**src/rtl/rr_mux_arb.sv**
```systemverilog
// rr_mux_arb: N-channel, W-bit round-robin arbitrating multiplexer with a
// one-entry registered output stage (valid/ready on every side).
// Build option: define RR_MUX_ARB_FIXED_PRIO_EN to replace the round-robin
// pointer with fixed priority (channel 0 highest).
module rr_mux_arb #(
  parameter int unsigned N = 4,
  parameter int unsigned W = 8,
  localparam int unsigned SW = (N > 1) ? $clog2(N) : 1
) (
  input  logic           clk,
  input  logic           rst_n,
  input  logic [N*W-1:0] in_data,
  input  logic [N-1:0]   in_valid,
  output logic [N-1:0]   in_ready,
  output logic [W-1:0]   out_data,
  output logic           out_valid,
  input  logic           out_ready,
  output logic [SW-1:0]  out_sel
);

  typedef enum logic [0:0] {StEmpty, StFull} state_e;

  state_e        state_q, state_d;
  logic [W-1:0]  data_q;
  logic [SW-1:0] sel_q;
  logic [N-1:0]  cand;
  logic [N-1:0]  grant;
  logic [SW-1:0] gnt_idx;
  logic          gnt_any;
  logic [W-1:0]  gnt_data;
  logic          load;
  logic          accept;

  assign load   = (state_q == StEmpty) | out_ready;
  assign accept = load & gnt_any;

`ifdef RR_MUX_ARB_FIXED_PRIO_EN
  // Fixed priority: search candidates are simply the valid channels.
  always_comb begin
    cand = in_valid;
  end
`else
  logic [SW-1:0] ptr_q, ptr_d;
  logic [N-1:0]  hi_mask;
  logic [N-1:0]  hi_valid;

  // Rotate the search: prefer valid channels at or above ptr, else wrap to the lowest.
  always_comb begin
    hi_mask = '0;
    for (int unsigned i = 0; i < N; i++) begin
      hi_mask[i] = (SW'(i) >= ptr_q);
    end
    hi_valid = in_valid & hi_mask;
    cand     = (|hi_valid) ? hi_valid : in_valid;
  end

  // Pointer moves past the accepted channel; wrap uses N, not 2**SW.
  always_comb begin
    ptr_d = ptr_q;
    if (accept) begin
      ptr_d = (gnt_idx == SW'(N - 1)) ? '0 : gnt_idx + 1'b1;
    end
  end

  // Round-robin pointer register.
  always_ff @(posedge clk or negedge rst_n) begin
    if (!rst_n) begin
      ptr_q <= '0;
    end else begin
      ptr_q <= ptr_d;
    end
  end
`endif

  // Lowest-index candidate wins; only the winner's data is muxed so X elsewhere is ignored.
  always_comb begin
    grant    = '0;
    gnt_idx  = '0;
    gnt_any  = 1'b0;
    gnt_data = '0;
    for (int unsigned i = 0; i < N; i++) begin
      if (cand[i] && !gnt_any) begin
        grant[i] = 1'b1;
        gnt_idx  = SW'(i);
        gnt_any  = 1'b1;
        gnt_data = in_data[i*W +: W];
      end
    end
  end

  // Ready only while the stage can load; held low throughout reset.
  always_comb begin
    in_ready = grant & {N{load & rst_n}};
  end

  // Output stage state register.
  always_ff @(posedge clk or negedge rst_n) begin
    if (!rst_n) begin
      state_q <= StEmpty;
    end else begin
      state_q <= state_d;
    end
  end

  // Output stage next state: fill on grant, drain when consumer takes the word without refill.
  always_comb begin
    state_d = state_q;
    unique case (state_q)
      StEmpty: if (gnt_any) state_d = StFull;
      StFull:  if (out_ready) state_d = gnt_any ? StFull : StEmpty;
      default: state_d = StEmpty;
    endcase
  end

  // Payload register: captures the winner on every accept, otherwise holds.
  always_ff @(posedge clk or negedge rst_n) begin
    if (!rst_n) begin
      data_q <= '0;
      sel_q  <= '0;
    end else if (accept) begin
      data_q <= gnt_data;
      sel_q  <= gnt_idx;
    end
  end

  // Output decode.
  always_comb begin
    out_valid = (state_q == StFull);
    out_data  = data_q;
    out_sel   = sel_q;
  end

endmodule

```
**config.mk**
```make
export PLATFORM = sky130hd
export DESIGN_NAME = rr_mux_arb
export DESIGN_NICKNAME = d
export VERILOG_FILES = /design/src/rtl/rr_mux_arb.sv
export SDC_FILE = /design/constraint.sdc
export NUM_CORES = 1
export LEC_CHECK = 0
export CAP_MARGIN = 20
export CORE_MARGIN = 2
export CORE_UTILIZATION = 30
export DETAILED_ROUTE_END_ITERATION = 7
export MAX_ROUTING_LAYER = met4
export PLACE_DENSITY_LB_ADDON = 0.3
export SETUP_SLACK_MARGIN = 0.15
export SKIP_CTS_REPAIR_TIMING = 1
export SYNTH_ARGS = -nofsm -noshare
export SYNTH_HDL_FRONTEND = slang
export SYNTH_SLANG_ARGS = --single-unit
```
**constraint.sdc**
```tcl
create_clock -name clk -period 2.1 [get_ports clk]
set_input_delay 0.315 -clock clk [delete_from_list [all_inputs] [get_ports clk]]
set_output_delay 0.315 -clock clk [all_outputs]
set_load 0.005 [all_outputs]
```
======== Word level (Yosys, flattened, before mapping) ========
Index checks and enable logic that the tools add are counted.
storage, ports and cells
  input port bits ......................... 39
  logic and storage cells ................. 42
  bits in registers ....................... 13
  output and inout port bits .............. 15
cells by class
  reduce and logical (&&, ||, !) cells .... 7
  equal/unequal tests ..................... 1
  muxes and demuxes ....................... 19
  bitwise operators ....................... 6
  $add $sub $neg .......................... 1
  order comparisons ....................... 4
operators by type and width
  cell                                                                   count
  8-bit 2-to-1 mux                                                       4
  1-bit 2-to-1 mux                                                       10
  4-bit AND                                                              2
  2-bit 2-to-1 mux                                                       3
  1-bit by 2-bit >= comparator with 1-bit output (first input constant)  2
  2-bit >= comparator (first input constant)                             2
  4-bit 2-to-1 mux                                                       1
  4-bit OR reduction                                                     1
  1-bit logical AND                                                      3
  1-bit zero test                                                        3
  2-bit by 1-bit adder with 2-bit output (second input constant)         1
  1-bit AND                                                              2
  2-bit equality test (second input constant)                            1
  1-bit one-hot mux with 2 select lines                                  1
  1-bit inverter                                                         1
  1-bit bitwise OR                                                       1

======== Longest topological paths before layout ========
Gate-level depths: netlist (run 1).
  word-level depth ........................ 17
  gate-level depth with buffers ........... 7
  gate-level depth less buffers ........... 4

======== Worst setup path after synthesis (run 1) ========
No wires, ideal clock.
  kind .................................... register -> register
  start point ............................. register ptr_q[1]
  end point ............................... register data_q[0], in the netlist out_data[0]
  data arrival time ....................... 1.398 ns
  buffers on the path ..................... 2
  cell stages (with the launch flop) ...... 7
  period minus slack after synthesis ...... 1.524 ns
  path slack .............................. 0.576 ns
  cell sequence ........................... dfrtp_1 -> buf_4 -> nor2b_1 -> buf_2 -> o31a_4 -> a221oi_2 -> o21ai_1
between the ends
  cells in the longest elaborated chain, start to end .. 15
RTL lines
  what                                                                                          RTL line  text
  from (decl)                                                                                   43        logic [SW-1:0] ptr_q, ptr_d;
  from (signal assigned)                                                                        70        ptr_q <= ptr_d;
  1-bit by 2-bit >= comparator with 1-bit output / 2-bit >= comparator (equally long branches)  51        hi_mask[i] = (SW'(i) >= ptr_q);
  4-bit AND (*)                                                                                 53        hi_valid = in_valid & hi_mask;
  4-bit OR reduction                                                                            54        cand = (|hi_valid) ? hi_valid : in_valid;
  4-bit 2-to-1 mux (*)                                                                          54
  1-bit 2-to-1 mux                                                                              82        if (cand[i] && !gnt_any) begin
  1-bit zero test                                                                               82
  1-bit logical AND                                                                             82
  1-bit 2-to-1 mux                                                                              82
  1-bit zero test                                                                               82
  1-bit logical AND                                                                             82
  1-bit 2-to-1 mux                                                                              82
  1-bit zero test                                                                               82
  1-bit logical AND                                                                             82
  1-bit 2-to-1 mux                                                                              82
  1-bit AND                                                                                     35        assign accept = load & gnt_any;
  to (signal assigned)                                                                          121       data_q <= gnt_data;
  to (decl)                                                                                     24        logic [W-1:0] data_q;
Mark *: on every way between the ends. The rest lies on a longest branch, timed or not.
A chain may end at the register's enable or synchronous reset.

======== Final worst setup path (run 1) ========
  start point ............................. register ptr_q[1]
  end point ............................... output port in_ready[1]
between the ends
  cells in the longest elaborated chain, start to end .. 9
RTL lines
  what                                                                                          RTL line  text
  1-bit by 2-bit >= comparator with 1-bit output / 2-bit >= comparator (equally long branches)  51
  4-bit AND (*)                                                                                 53
  4-bit OR reduction                                                                            54
  4-bit 2-to-1 mux (*)                                                                          54
  1-bit 2-to-1 mux                                                                              82
  1-bit zero test                                                                               82
  1-bit logical AND (*)                                                                         82
  1-bit 2-to-1 mux (*)                                                                          82
  4-bit AND (*)                                                                                 93        in_ready = grant & {N{load & rst_n}};
  to (decl)                                                                                     14        output logic [N-1:0] in_ready,
Marks and branches as above.

==> results of run 1 <==
==> layer usage <==
layer / vias to the layer above / share of wire, % / track usage (%)
met5: - / 0 / -
met4: 0 / 1.7 / 6.89
met3: 4 / 6.5 / 2.00
met2: 54 / 45 / 26.7
met1: 614 / 46 / 21.9
li1: 676 / - / -
==> registers in the layout, indices dropped and copies added, names as in the netlist <==
register and count:
out_data 8, out_sel 2, ptr_q 2, out_valid 1
==> cell usage in the layout (no fill, tap or decap), types with 6 or more instances in the layout <==
cell type        Yosys  routed
a21oi_1             11      11
a221oi_2             8       8
a32oi_1              8       8
buf_4                3      25
clkdlybuf4s50_1      0      47
dfrtp_1             13      11
dlymetal6s2s_1       0       6
inv_1                8       8
nand2_1             13      11
nor2_1               6       6
nor3b_1              8       8
o211ai_1             8       8
o21ai_1              8       9
o311ai_0             8       8
==> through the flow <==
step / hold slack (ns) / std cells / power [mW] / setup TNS (ns) / cell area (um^2)
after floorplan: 0.0194 / 140 / 0.655 / 0 / 1200
after global placement: 0.506 / 246 / 0.919 / -0.171 / 1880
after detailed placement: 0.500 / 246 / 0.937 / -0.235 / 1880
after CTS: 0.417 / 250 / 1.16 / -0.312 / 1920
after global routing: 0.463 / 258 / 1.31 / 0 / 2050
final: 0.435 / 258 / 1.22 / 0 / 2050
==> final timing paths <==
kind                               end  depth (start not counted)  slack, ns   startpoint
max                        in_ready[1]                          5       0.11     ptr_q[1]
min                           ptr_q[0]                          2       0.44        rst_n
max reg2reg                out_data[1]                          6       0.28     ptr_q[1]
min reg2reg                out_data[6]                          2       0.51  out_data[6]
max in group asynchronous     ptr_q[1]                          2       1.50        rst_n
min in group clk           out_data[6]                          2       0.51  out_data[6]
==> area by class of cell <==
class                           instances  area [um^2]
Fill cell                             350         1700
Multi-Input combinational cell        104          801
Timing Repair Buffer                   81          785
Sequential cell                        13          328
Tap cell                               48         60.1
Clock buffer                            4         45.0
Inverter                                8         30.0
==> report_power, final <==
part / internal [mW] / switching [mW] / total [mW]
Combinational: 0.372 / 0.286 / 0.658
Clock: 0.133 / 0.0804 / 0.214
Sequential: 0.308 / 0.0415 / 0.350
==> logic make-up after synthesis <==
logic type | after synthesis
AOI/OAI and AO/OA | 64
and+or+nand+nor | 39
buffers and inverters | 23
DFF | 13
xor gates and xnor gates | 1
==> flow_metrics.env, run 1 <==
export IMPL_finalWorstSetupSlack_ns=0.114
export IMPL_cp_max_fo=6
export IMPL_routed_wl_per_cell_um=14.1
export IMPL_final_hold_viol_count=0
export IMPL_route_detailed_vias_per_inst=5.22
export IMPL_postSynthRegisterBits=13
export IMPL_synth_cells=140
export IMPL_grt_start_max_net_pins=14
export IMPL_grt_pass1_wl_um=5640
export IMPL_synthDominantAreaCellType="dfrtp_1"
export IMPL_synth_top_cells_by_count="dfrtp_1 (13), nand2_1 (13), a21oi_1 (11)"
export IMPL_gp_congestion=0.854
export IMPL_rsz0062_at_grt="true"
export IMPL_drc=0
export IMPL_synth_seq_area_share_pct=27.2
export IMPL_dp_worst_setup_slack_ns=-0.0696
export IMPL_max_cap_violations=0
export IMPL_rows=22
export IMPL_netlist_area_before_placement_mm2=0.00120
export IMPL_synth_simple_gate_area_share_pct=17.7
export IMPL_clockRootBuffer="clkbuf_8"
export IMPL_worst_clock_skew_ns=0.00510
export IMPL_grt_ovfl_total=0
export IMPL_holdCritPathClass="in2async"
export IMPL_drive_gt1_share_pct=25.2
export IMPL_final_util_pct=54.7
export IMPL_critical_path_slowest_cell="clkdlybuf4s50_1"
export IMPL_route_vias_total=1348
export IMPL_cp_data_required_time_ns=1.78
export IMPL_slew_violations=0
export IMPL_synth_area_leaders="dfrtp_1 (27%), a221oi_2 (10%), a32oi_1 (5.9%)"
export IMPL_parity_gate_share_of_the_synthesized_area_counting_xor_and_xnor_cells_pct=0.731
export IMPL_critical_path_endpoint_type="output port"
export IMPL_cts_clk_slew_worst_paths_ns=0.05
export IMPL_ctsLongestPathBuffers=2
export IMPL_min_period_over_period_pct=94.5
export IMPL_p_leak_nw=0.863
export IMPL_number_of_global_route_vias_before_repair=1241
export IMPL_yosysTopAreaCellShare_pct=27.2
export IMPL_synth_compound_gate_area_share_pct=45.8
export IMPL_timing_critical_path_buf_inv=1
export IMPL_io_buffers=53
export IMPL_cts_num_sinks=13
export IMPL_syn2layout_area_growth_pct=71.1
export IMPL_synthArstFlopShare_pct=100
export IMPL_setup_worst_path_start_class="flip-flop"
export IMPL_die_area_mm2=0.00451
export IMPL_max_slew_worst_pin_slew_ns=0.459
export IMPL_gr_usage_total_pct=16.9
export IMPL_power_ir_vdd_worst_mv=0.263
export IMPL_boundaryPins=54
export IMPL_critical_path_max_stage_delay_ns=0.50
export IMPL_numCtsBuffers=3
export IMPL_synth_top_family_by_area="compound AO/OA/AOI/OAI gates"
export IMPL_slew_headroom_pct=69.3
export IMPL_detail_route_antenna_nets=0
export IMPL_drt_pass1_iter_count=4
export IMPL_yosys_area_share_adder_pct=0
export IMPL_synth_enable_flop_cells=0
export IMPL_finish_net_count=250
export IMPL_critical_path_arrival_ns=1.67
export IMPL_synth_top_flop_cell="dfrtp_1"
export IMPL_path_delay_family="buffers and inverters"
export IMPL_clock_latency_ns=0.24
export IMPL_setup_viol_count_final=0
export IMPL_synth_cell_types=35
export IMPL_ctsHtreeMaxLevel=1
export IMPL_worstPathCellList="nand2b_1, nand2_1, nand3_1, nor2_1, clkdlybuf4s50_1"
export IMPL_synth_fp_nets=179
export IMPL_antenna_found_initial=0
export IMPL_dp_hpwl_um=2860
export IMPL_power_density_mw_per_mm2=597
export IMPL_drt_total_wl_um=3630
export IMPL_dr_first_iter_drc_count=42
export IMPL_max_freq_mhz=504
export IMPL_layout_min_cycle_time_ns=1.99
export IMPL_ys_warnings_count=0
export IMPL_core_area_mm2=0.00374
export IMPL_floorplan_die_height_um=67.2
export IMPL_average_size_of_a_mapped_cell_um2=8.55
export IMPL_timing_worst_setup_path_type="reg2out"
export IMPL_antennaDiodeCount=0
export IMPL_die_width_um=67.2
export IMPL_effective_utilization_at_floorplan_pct=32.0
export IMPL_synth_area_mux_share_pct=0
export IMPL_run_status="completed"
export IMPL_tritoncts="built"
No activity file was read; power rests on OpenSTA's default activity.
==> inputs of run 2 (changes only) <==
ABC_CLOCK_PERIOD_IN_PS = 2100   (was not set)
==> results of run 2 <==
Final layout, timing and power as in run 1 (identical DEF).
==> inputs of run 3 (changes only) <==
CTS_CLUSTER_SIZE = 30   (was not set)
==> results of run 3 <==
Final layout, timing and power as in run 1 (identical DEF).
